$ cat src/rtl/cp0_pkg.sv
// CP0 register numbers, SR/Cause field positions and SR packing helper.
package cp0_pkg;

    localparam logic [4:0] CP0_SR    = 5'd12;
    localparam logic [4:0] CP0_CAUSE = 5'd13;
    localparam logic [4:0] CP0_EPC   = 5'd14;
    localparam logic [4:0] CP0_PRID  = 5'd15;

    // SR fields
    localparam int SR_IM_LO = 10;
    localparam int SR_IM_HI = 15;
    localparam int SR_EXL   = 1;
    localparam int SR_IE    = 0;

    // Cause fields
    localparam int CAUSE_IP_LO = 10;
    localparam int CAUSE_IP_HI = 15;

    localparam int NUM_INT = SR_IM_HI - SR_IM_LO + 1;

    // Architecturally visible SR state
    typedef struct packed {
        logic [NUM_INT-1:0] im;
        logic               exl;
        logic               ie;
    } sr_t;

    // Place the SR fields at their register bit positions; other bits read 0.
    function automatic logic [31:0] sr_pack(input sr_t s);
        logic [31:0] r;
        r = '0;
        r[SR_IM_HI:SR_IM_LO] = s.im;
        r[SR_EXL]            = s.exl;
        r[SR_IE]             = s.ie;
        return r;
    endfunction

    // Place the pending lines at the Cause IP position; ExcCode stays 0.
    function automatic logic [31:0] cause_pack(input logic [NUM_INT-1:0] ip);
        logic [31:0] r;
        r = '0;
        r[CAUSE_IP_HI:CAUSE_IP_LO] = ip;
        return r;
    endfunction

endpackage

$ cat src/rtl/cp0_sync.sv
// Multi-flop synchroniser for asynchronous level inputs, reset to 0.
module cp0_sync #(
    parameter int W      = 6,
    parameter int STAGES = 2
) (
    input  logic         clk,
    input  logic         rst_n,
    input  logic [W-1:0] d,
    output logic [W-1:0] q
);

    logic [STAGES-1:0][W-1:0] chain;

    // Shift the raw lines through STAGES flops; the last stage is the safe copy.
    always_ff @(posedge clk or negedge rst_n) begin
        if (!rst_n) begin
            chain <= '0;
        end else begin
            chain[0] <= d;
            for (int i = 1; i < STAGES; i++) chain[i] <= chain[i-1];
        end
    end

    assign q = chain[STAGES-1];

endmodule

$ cat src/rtl/cp0_regs.sv
// CP0 register file (SR, Cause, EPC, PRId) and interrupt-request generator.
module cp0_regs
    import cp0_pkg::*;
#(
    parameter logic [31:0] PRID        = 32'h0000_4350,
    parameter int          SYNC_STAGES = 2
) (
    input  logic        clk,
    input  logic        rst_n,
    input  logic [4:0]  a,
    input  logic [31:0] din,
    input  logic        we,
    input  logic [31:0] pc,
    input  logic        exl_set,
    input  logic        exl_clr,
    input  logic [5:0]  hwint,
    output logic        int_req,
    output logic [31:0] epc,
    output logic [31:0] dout
);

    sr_t                sr_q;
    logic [31:0]        epc_q;
    logic [NUM_INT-1:0] ip;
    logic               sr_wr;
    logic               epc_wr;

    cp0_sync #(
        .W      (NUM_INT),
        .STAGES (SYNC_STAGES)
    ) u_sync (
        .clk   (clk),
        .rst_n (rst_n),
        .d     (hwint),
        .q     (ip)
    );

    assign sr_wr  = we && (a == CP0_SR);
    assign epc_wr = we && (a == CP0_EPC);

    // SR: IM/IE follow mtc0; EXL is set by entry, cleared by eret, else mtc0.
    always_ff @(posedge clk or negedge rst_n) begin
        if (!rst_n) begin
            sr_q <= '0;
        end else begin
            if (sr_wr) begin
                sr_q.im <= din[SR_IM_HI:SR_IM_LO];
                sr_q.ie <= din[SR_IE];
            end
            if (exl_set)      sr_q.exl <= 1'b1;
            else if (exl_clr) sr_q.exl <= 1'b0;
            else if (sr_wr)   sr_q.exl <= din[SR_EXL];
        end
    end

    // EPC: interrupt entry captures the PC and overrides a same-cycle mtc0.
    always_ff @(posedge clk or negedge rst_n) begin
        if (!rst_n)       epc_q <= '0;
        else if (exl_set) epc_q <= pc;
        else if (epc_wr)  epc_q <= din;
    end

    // Request is built from flops only, so it is glitch-free toward the FSM.
    assign int_req = sr_q.ie & ~sr_q.exl & (|(ip & sr_q.im));
    assign epc     = epc_q;

    // mfc0 read mux; unmapped numbers read 0.
    always_comb begin
        dout = '0;
        case (a)
            CP0_SR:    dout = sr_pack(sr_q);
            CP0_CAUSE: dout = cause_pack(ip);
            CP0_EPC:   dout = epc_q;
            CP0_PRID:  dout = PRID;
            default:   dout = '0;
        endcase
    end

endmodule

$ cat config.mk
export PLATFORM = sky130hd
export DESIGN_NAME = cp0_regs
export DESIGN_NICKNAME = d
export VERILOG_FILES = /design/src/rtl/cp0_pkg.sv /design/src/rtl/cp0_sync.sv /design/src/rtl/cp0_regs.sv
export SDC_FILE = /design/constraint.sdc
export NUM_CORES = 1
export LEC_CHECK = 0
export BUFFER_PORTS_ARGS = -buffer_cell sky130_fd_sc_hd__buf_2
export CAP_MARGIN = 20
export CORE_ASPECT_RATIO = 0.7
export CORE_MARGIN = 5
export CORE_UTILIZATION = 35
export DETAILED_ROUTE_END_ITERATION = 8
export GPL_ROUTABILITY_DRIVEN = 1
export PLACE_DENSITY = 0.71
export SLEW_MARGIN = 20
export SYNTH_ARGS = -nofsm -noshare
export SYNTH_HDL_FRONTEND = slang
export SYNTH_HIERARCHICAL = 1
export SYNTH_SLANG_ARGS = --single-unit
$ cat constraint.sdc
create_clock -name clk -period 3.39 [get_ports clk]
set_clock_uncertainty 0.1 [all_clocks]
set_input_delay 0.678 -clock clk [delete_from_list [all_inputs] [get_ports clk]]
set_output_delay 0.678 -clock clk [all_outputs]
set_load 0.01 [all_outputs]
After elaboration in Yosys (flattened, before gate mapping) --
Cells that the tools add are included.
Cells by class: reductions and logical operators 5, mux-type cells 6, equality and inequality tests 4, bitwise logic cells 4
Operators by type and width (number):
- 32-bit case mux with 4 select lines | 1
- 32-bit two-way mux | 2
- 5-bit by 4-bit equality test with 1-bit output (second input constant) | 4
- 6-bit bitwise AND | 1
- 6-bit OR reduction | 1
- 1-bit two-way mux | 3
- 3-bit nonzero test | 1
- 1-bit bitwise AND | 2
- 1-bit logical AND | 2
- 2-bit nonzero test | 1
- 1-bit NOT | 1
Word-level totals: register bits 52, logic and storage cells 25, output and inout bits 65, input port bits 80

Longest topological paths before layout --
Gate-level depths: netlist (run 1).
depth after elaboration 5, mapped depth 5, depth with buffers taken out 3

Cells and area by module --
The synthesis (run 1) kept the hierarchy.
By module, submodules not included:
- cp0_regs | instances 1, area an instance 2666.3 um^2, seq. area each 1001.0 um^2, cells each 275
- cp0_sync | instances 1, area an instance 345.3 um^2, seq. area each 300.3 um^2, cells each 18

Worst setup path after synthesis (run 1) --
Ideal clock, no wire load.
kind input -> output, start point in a[4], end point out dout[16], data arrival time 1.632 ns, path buffers 2, slack 0.980 ns, stages 5, data required time 2.612 ns, cells stage by stage and3b_1 > buf_2 > nand2_1 > clkbuf_1 > nor3_1
Between the ends: word-level cells in the longest chain between the ends 2
Ends and longest elaborated chain:
- start: declaration | line cp0_regs.sv:10 | input logic [4:0] a,
- 5-bit by 4-bit equality test with 1-bit output | line cp0_regs.sv:70 | case (a)
- 32-bit case mux with 4 select lines * | line cp0_regs.sv:70
- end: declaration | line cp0_regs.sv:19 | output logic [31:0] dout
Every way passes the cells marked *; elsewhere a longest branch is shown, timed or not.

Worst setup path after layout (run 1) --
start point in a[1], end point out dout[10]
Same word-level chain as after synthesis.

==> qor.yml, run 1 <==
synthesis:
  synth_edf_count: 0
  ys.flop_type: "dfrtp_1"
  netlist_area_um2: 3010
  synth_nets: 373
  yosys.area.top_type: "dfrtp_1"
  ys_async_sr_fraction: 1.00
  post_synth_num_cell_types: 27
  synthCells: 293
  synth_area_leaders: "dfrtp_1, o311ai_2, nand4b_1"
  syn_area_per_cell_um2: 10.3
  ys_seq_elements: 52
  yosysSeqAreaShare: 0.432
  ys_warn_count: 6
  yosys.area.top_type_share: 0.432
global_route:
  grt_pass1_vias: 2740
  grt_usage: 0.160
  grt_overflow: 0
  grt_pass1_wl_um: 13600
  grt_max_degree: 98
  antenna_found_initial: 0
placed_design:
  place_area_um2: 3730
  placedCellCount: 514
  gp_congestion: 0.778
  io_buffers: 144
  place_hpwl_um: 6070
cts:
  cts_resized: 0
  cts_setup_buffers: 0
  clock_path_buffers: 2
  root_buffer: "clkbuf_16"
  cts_sinks: 52
  ctsHoldBuffers: 0
  clk_latency_ns: 0.29
  cts_buffers: 5
  htree_levels: 2
  tritoncts: "built"
  path_clk_slew_ns: 0.07
floorplan:
  io_pins: 145
  start_util: 0.358
  die-area_um2: 10600
  die_y_um: 87.6
  fp-row-count: 28
  fp.dieW_um: 121
  core_um2: 8410
finish:
  nNetsFinal: 496
  syn_to_final_growth_pct: 29.4
  utilization: 0.464
  final_layout_size_suffix_gt1_frac: 0.482
  final_common_cell: "buf_2"
  final_cell_mix: "buf_2, dfrtp_1, nand2_1, inv_1, nand4b_1"
  n_fill_cell: 818
  fin_cells: 522
  n_antenna_cell: 0
  finalInstanceArea_um2: 3900
worst_setup_path:
  path_class: "input pin to primary output"
  critPathRequiredTime_ns: 2.61
  cp_max_fo: 13
  cp-start-kind: "input pin"
  worstPathArrival_ns: 1.80
  cp-end-kind: "primary output"
timing:
  setup_tns_ns: 0
  finalMaxSlewViolations: 0
  setup_viol: 0
  period_needed_ns: 2.58
  max_slew_margin: 0.355
  worst_slew_pin_slew_ns: 0.968
  fin_crit_sh: 0.761
  timing.fmax_mhz: 388
  rsz0062_at_grt: "no"
  final_hold_viol_count: 0
detailed_routing:
  postRouteAntennaNets: 0
  drt-vias-per-instance: 5.18
  num_vias: 2702
  wl_per_cell_um: 16.6
  routed_wl_um: 8660
  drt_iter0_drc: 136
  dr.pass1.iters: 5
  post-route-drc-count: 0
pwr:
  p_leak_nw: 1.89
  ir_drop_mv: 0.226
  p_per_area_nw_per_um2: 414
outcome:
  status: "finished clean"
run:
  maxCapViolations: 0
hold_path:
  hp-class: "register to register"
-- where the power goes --
part / total (mW) / leakage (nW) / switching, mW / internal (mW)
clock network: 0.579 / 0.0798 / 0.232 / 0.347
logic: 0.314 / 1.19 / 0.167 / 0.147
registers: 0.719 / 0.629 / 0.0389 / 0.680
-- sequential cells by signal, summed over array words and instances, names as in the netlist --
signal / cells
u_sync/chain: 6
u_sync/q: 6
sr_q: 8
epc: 32
-- critical path, cell delays in order --
cell and delay [ns]:
buf_2 0.21, nor2b_1 0.44, nand2_1 0.10, a21oi_1 0.20
buf_2 0.17
-- cells by family (layout without fill, tap and decap cells) --
kind of cell           Yosys count  after routing  share of synthesized area
and+or+nand+nor                117            117                      0.226
DFF                             52             52                      0.432
AOI/OAI and AO/OA               43             43                      0.192
muxes                           14             14                     0.0494
buffers and inverters           67            191                      0.100
-- through the flow --
| step | setup WS, ns | power (mW) | hold slack [ns] |
|---|---|---|---|
| 6_report | 0.811 | 1.61 | 0.250 |
| 5_1_grt | 0.725 | 1.70 | 0.270 |
| 4_1_cts | 0.834 | 1.63 | 0.252 |
| 3_5_place_dp | 0.844 | 1.05 | 0.235 |
| 3_3_place_gp | 0.889 | 1.04 | 0.235 |
| 2_1_floorplan | 0.980 | 0.911 | 0.231 |
-- layout make-up --
type,count,area (µm²),area share
multi-input cells,174,1410,0.361
flip-flops and latches,52,1300,0.334
repair buffers,149,761,0.195
well taps,105,131,0.0337
inverters,34,128,0.0327
clock buffers,5,125,0.0321
clock inverters,3,42.5,0.0109
-- per-layer routing --
metal / vias up / global-route usage / share of wire
met5: - / 0 / 0
met4: 0 / 0.0288 / 0.0024
met3: 2 / 0.0433 / 0.081
met2: 114 / 0.260 / 0.47
met1: 1300 / 0.219 / 0.45
li1: 1286 / - / -
-- cells in the mapped netlist (all sizes together) (7+ instances only) --
cell type / count
dfrtp: 52
nand2: 38
inv: 34
nand4b: 32
o311ai: 32
nor3: 23
buf: 18
clkbuf: 15
nor2: 9
mux2: 7
mux2i: 7
-- path summary, 6_finish.rpt --
path	endpoint	slack [ns]	start	depth (start not counted)
setup / recovery	dout[10]	0.81	a[1]	5
hold / removal	u_sync/q[1]	0.25	u_sync/chain[1]	0
setup reg to reg	epc[12]	2.46	epc[12]	2
hold reg to reg	u_sync/q[1]	0.25	u_sync/chain[1]	0
max in group asynchronous	sr_q[1]	2.32	rst_n	2
min in group asynchronous	epc[12]	0.42	rst_n	2
Power figures use the tool's default switching activity.
==> inputs of run 2 (changes only) <==
==> constraint.sdc (replaced) <==
create_clock -name clk -period 2.7 [get_ports clk]
set_clock_uncertainty 0.1 [all_clocks]
set_input_delay 0.54 -clock clk [delete_from_list [all_inputs] [get_ports clk]]
set_output_delay 0.54 -clock clk [all_outputs]
set_load 0.01 [all_outputs]
==> qor.yml, run 2 (synthesis gave the netlist of run 1 again) <==
worst_setup_path:
  critical-path-max-stage-delay_ns: 0.45
  crit_chain: "buf_2, nor2b_1, nand2_1, a21oi_1, buf_2"
  cpMostUsedCell: "buf_2"
  path_class: "input pin to primary output"
  cp-start-kind: "input pin"
  critPathSlowestCell: "nor2b_1"
  critPathRequiredTime_ns: 2.06
  cp-end-kind: "primary output"
  cp_max_fo: 19
  worstPathArrival_ns: 1.77
run:
  maxCapViolations: 0
hold_path:
  hp-class: "register to register"
global_route:
  antenna_found_initial: 0
  grt_pass1_wl_um: 13800
  grt_overflow: 0
  grt_usage: 0.163
  grt_pass1_vias: 2763
  grt_max_degree: 53
timing:
  fin_ws_ns: 0.291
  rsz0062_at_grt: "no"
  fin_crit_sh: 0.892
  setup_tns_ns: 0
  final_hold_viol_count: 0
  max_slew_margin: 0.555
  setup_viol: 0
  period_needed_ns: 2.41
  timing.fmax_mhz: 415
  finalMaxSlewViolations: 0
  worst_slew_pin_slew_ns: 0.668
pwr:
  p_per_area_nw_per_um2: 553
  swShare: 0.247
  p_leak_nw: 1.95
  pwr-share-comb: 0.181
  power_switching_uw: 548
  seq_power_share: 0.408
  clockPowerShare: 0.411
  p_int_mw: 1.67
  ir_drop_mv: 0.301
cts:
  tritoncts: "built"
  cts_resized: 0
  cts_setup_buffers: 0
  cts_sinks: 52
  htree_levels: 2
  clock_path_buffers: 2
  ctsHoldBuffers: 0
  root_buffer: "clkbuf_16"
  clk_latency_ns: 0.28
  cts_buffers: 5
  path_clk_slew_ns: 0.07
floorplan:
  core_um2: 8410
  start_util: 0.358
  fp.dieW_um: 121
  io_pins: 145
  fp-row-count: 28
  die-area_um2: 10600
  die_y_um: 87.6
detailed_routing:
  dr.pass1.iters: 5
  drt-vias-per-instance: 5.20
  post-route-drc-count: 0
  drt_iter0_drc: 101
  wl_per_cell_um: 16.8
  postRouteAntennaNets: 0
  routed_wl_um: 8830
  num_vias: 2743
finish:
  final_common_cell: "buf_2"
  final_layout_size_suffix_gt1_frac: 0.488
  utilization: 0.477
  nNetsFinal: 501
  n_antenna_cell: 0
  final_cell_mix: "buf_2, dfrtp_1, nand2_1, inv_1, nand4b_1"
  syn_to_final_growth_pct: 33.1
  largest_reg_flops: 32
placed_design:
  place_ws_ns: 0.279
  place_hpwl_um: 6420
  gp_congestion: 0.798
  io_buffers: 144
outcome:
  status: "finished clean"
run 2: metal layers:
layer / vias up / wire length [µm] / share of wire / track usage
met5: - / 0 / 0 / 0
met4: 0 / 41 / 0.0046 / 0.0267
met2: 110 / 4140 / 0.47 / 0.277
met3: 8 / 597 / 0.068 / 0.0349
met1: 1326 / 4050 / 0.46 / 0.220
li1: 1299 / - / - / -
run 2: power groups by stage:
stage	combinational [mW]	sequential (mW)	clock, mW
global placement	0.397	0.917	0
CTS	0.407	0.904	0.932
detailed placement	0.405	0.918	0
global route	0.440	0.914	0.970
finish	0.400	0.905	0.911
floorplan	0.214	0.930	0
run 2: stage by stage:
step	cells	cell area, µm²	power [mW]	hold slack [ns]
final	527	4010	2.22	0.245
after global routing	527	4010	2.32	0.243
after CTS	527	4010	2.24	0.250
after detailed placement	519	3790	1.32	0.235
after global placement	519	3790	1.31	0.234
after floorplan	293	3010	1.14	0.144
run 2: final timing paths:
check	start	endpoint	slack [ns]	cells past startpoint
max in group asynchronous	rst_n	sr_q[1]	1.78	2
max	a[0]	dout[10]	0.29	5
min	u_sync/chain[3]	u_sync/q[3]	0.24	0
min in group asynchronous	rst_n	epc[12]	0.26	2
min reg2reg	u_sync/chain[3]	u_sync/q[3]	0.24	0
max reg2reg	epc[12]	epc[12]	1.76	2
run 2: layout make-up:
| type | count | area [µm²] |
|---|---|---|
| Clock inverter | 3 | 90.1 |
| Tap cell | 105 | 131 |
| Fill cell | 799 | 4400 |
| Clock buffer | 5 | 125 |
| Timing Repair Buffer | 154 | 823 |
| Inverter | 34 | 128 |
| Multi-Input combinational cell | 174 | 1410 |
| Sequential cell | 52 | 1300 |
run 2: worst max-delay path: cells and delay by family:
| family | cells | cell delay, ns |
|---|---|---|
| AOI/OAI and AO/OA | 1 | 0.19 |
| buffers and inverters | 2 | 0.49 |
| and+or+nand+nor | 2 | 0.55 |
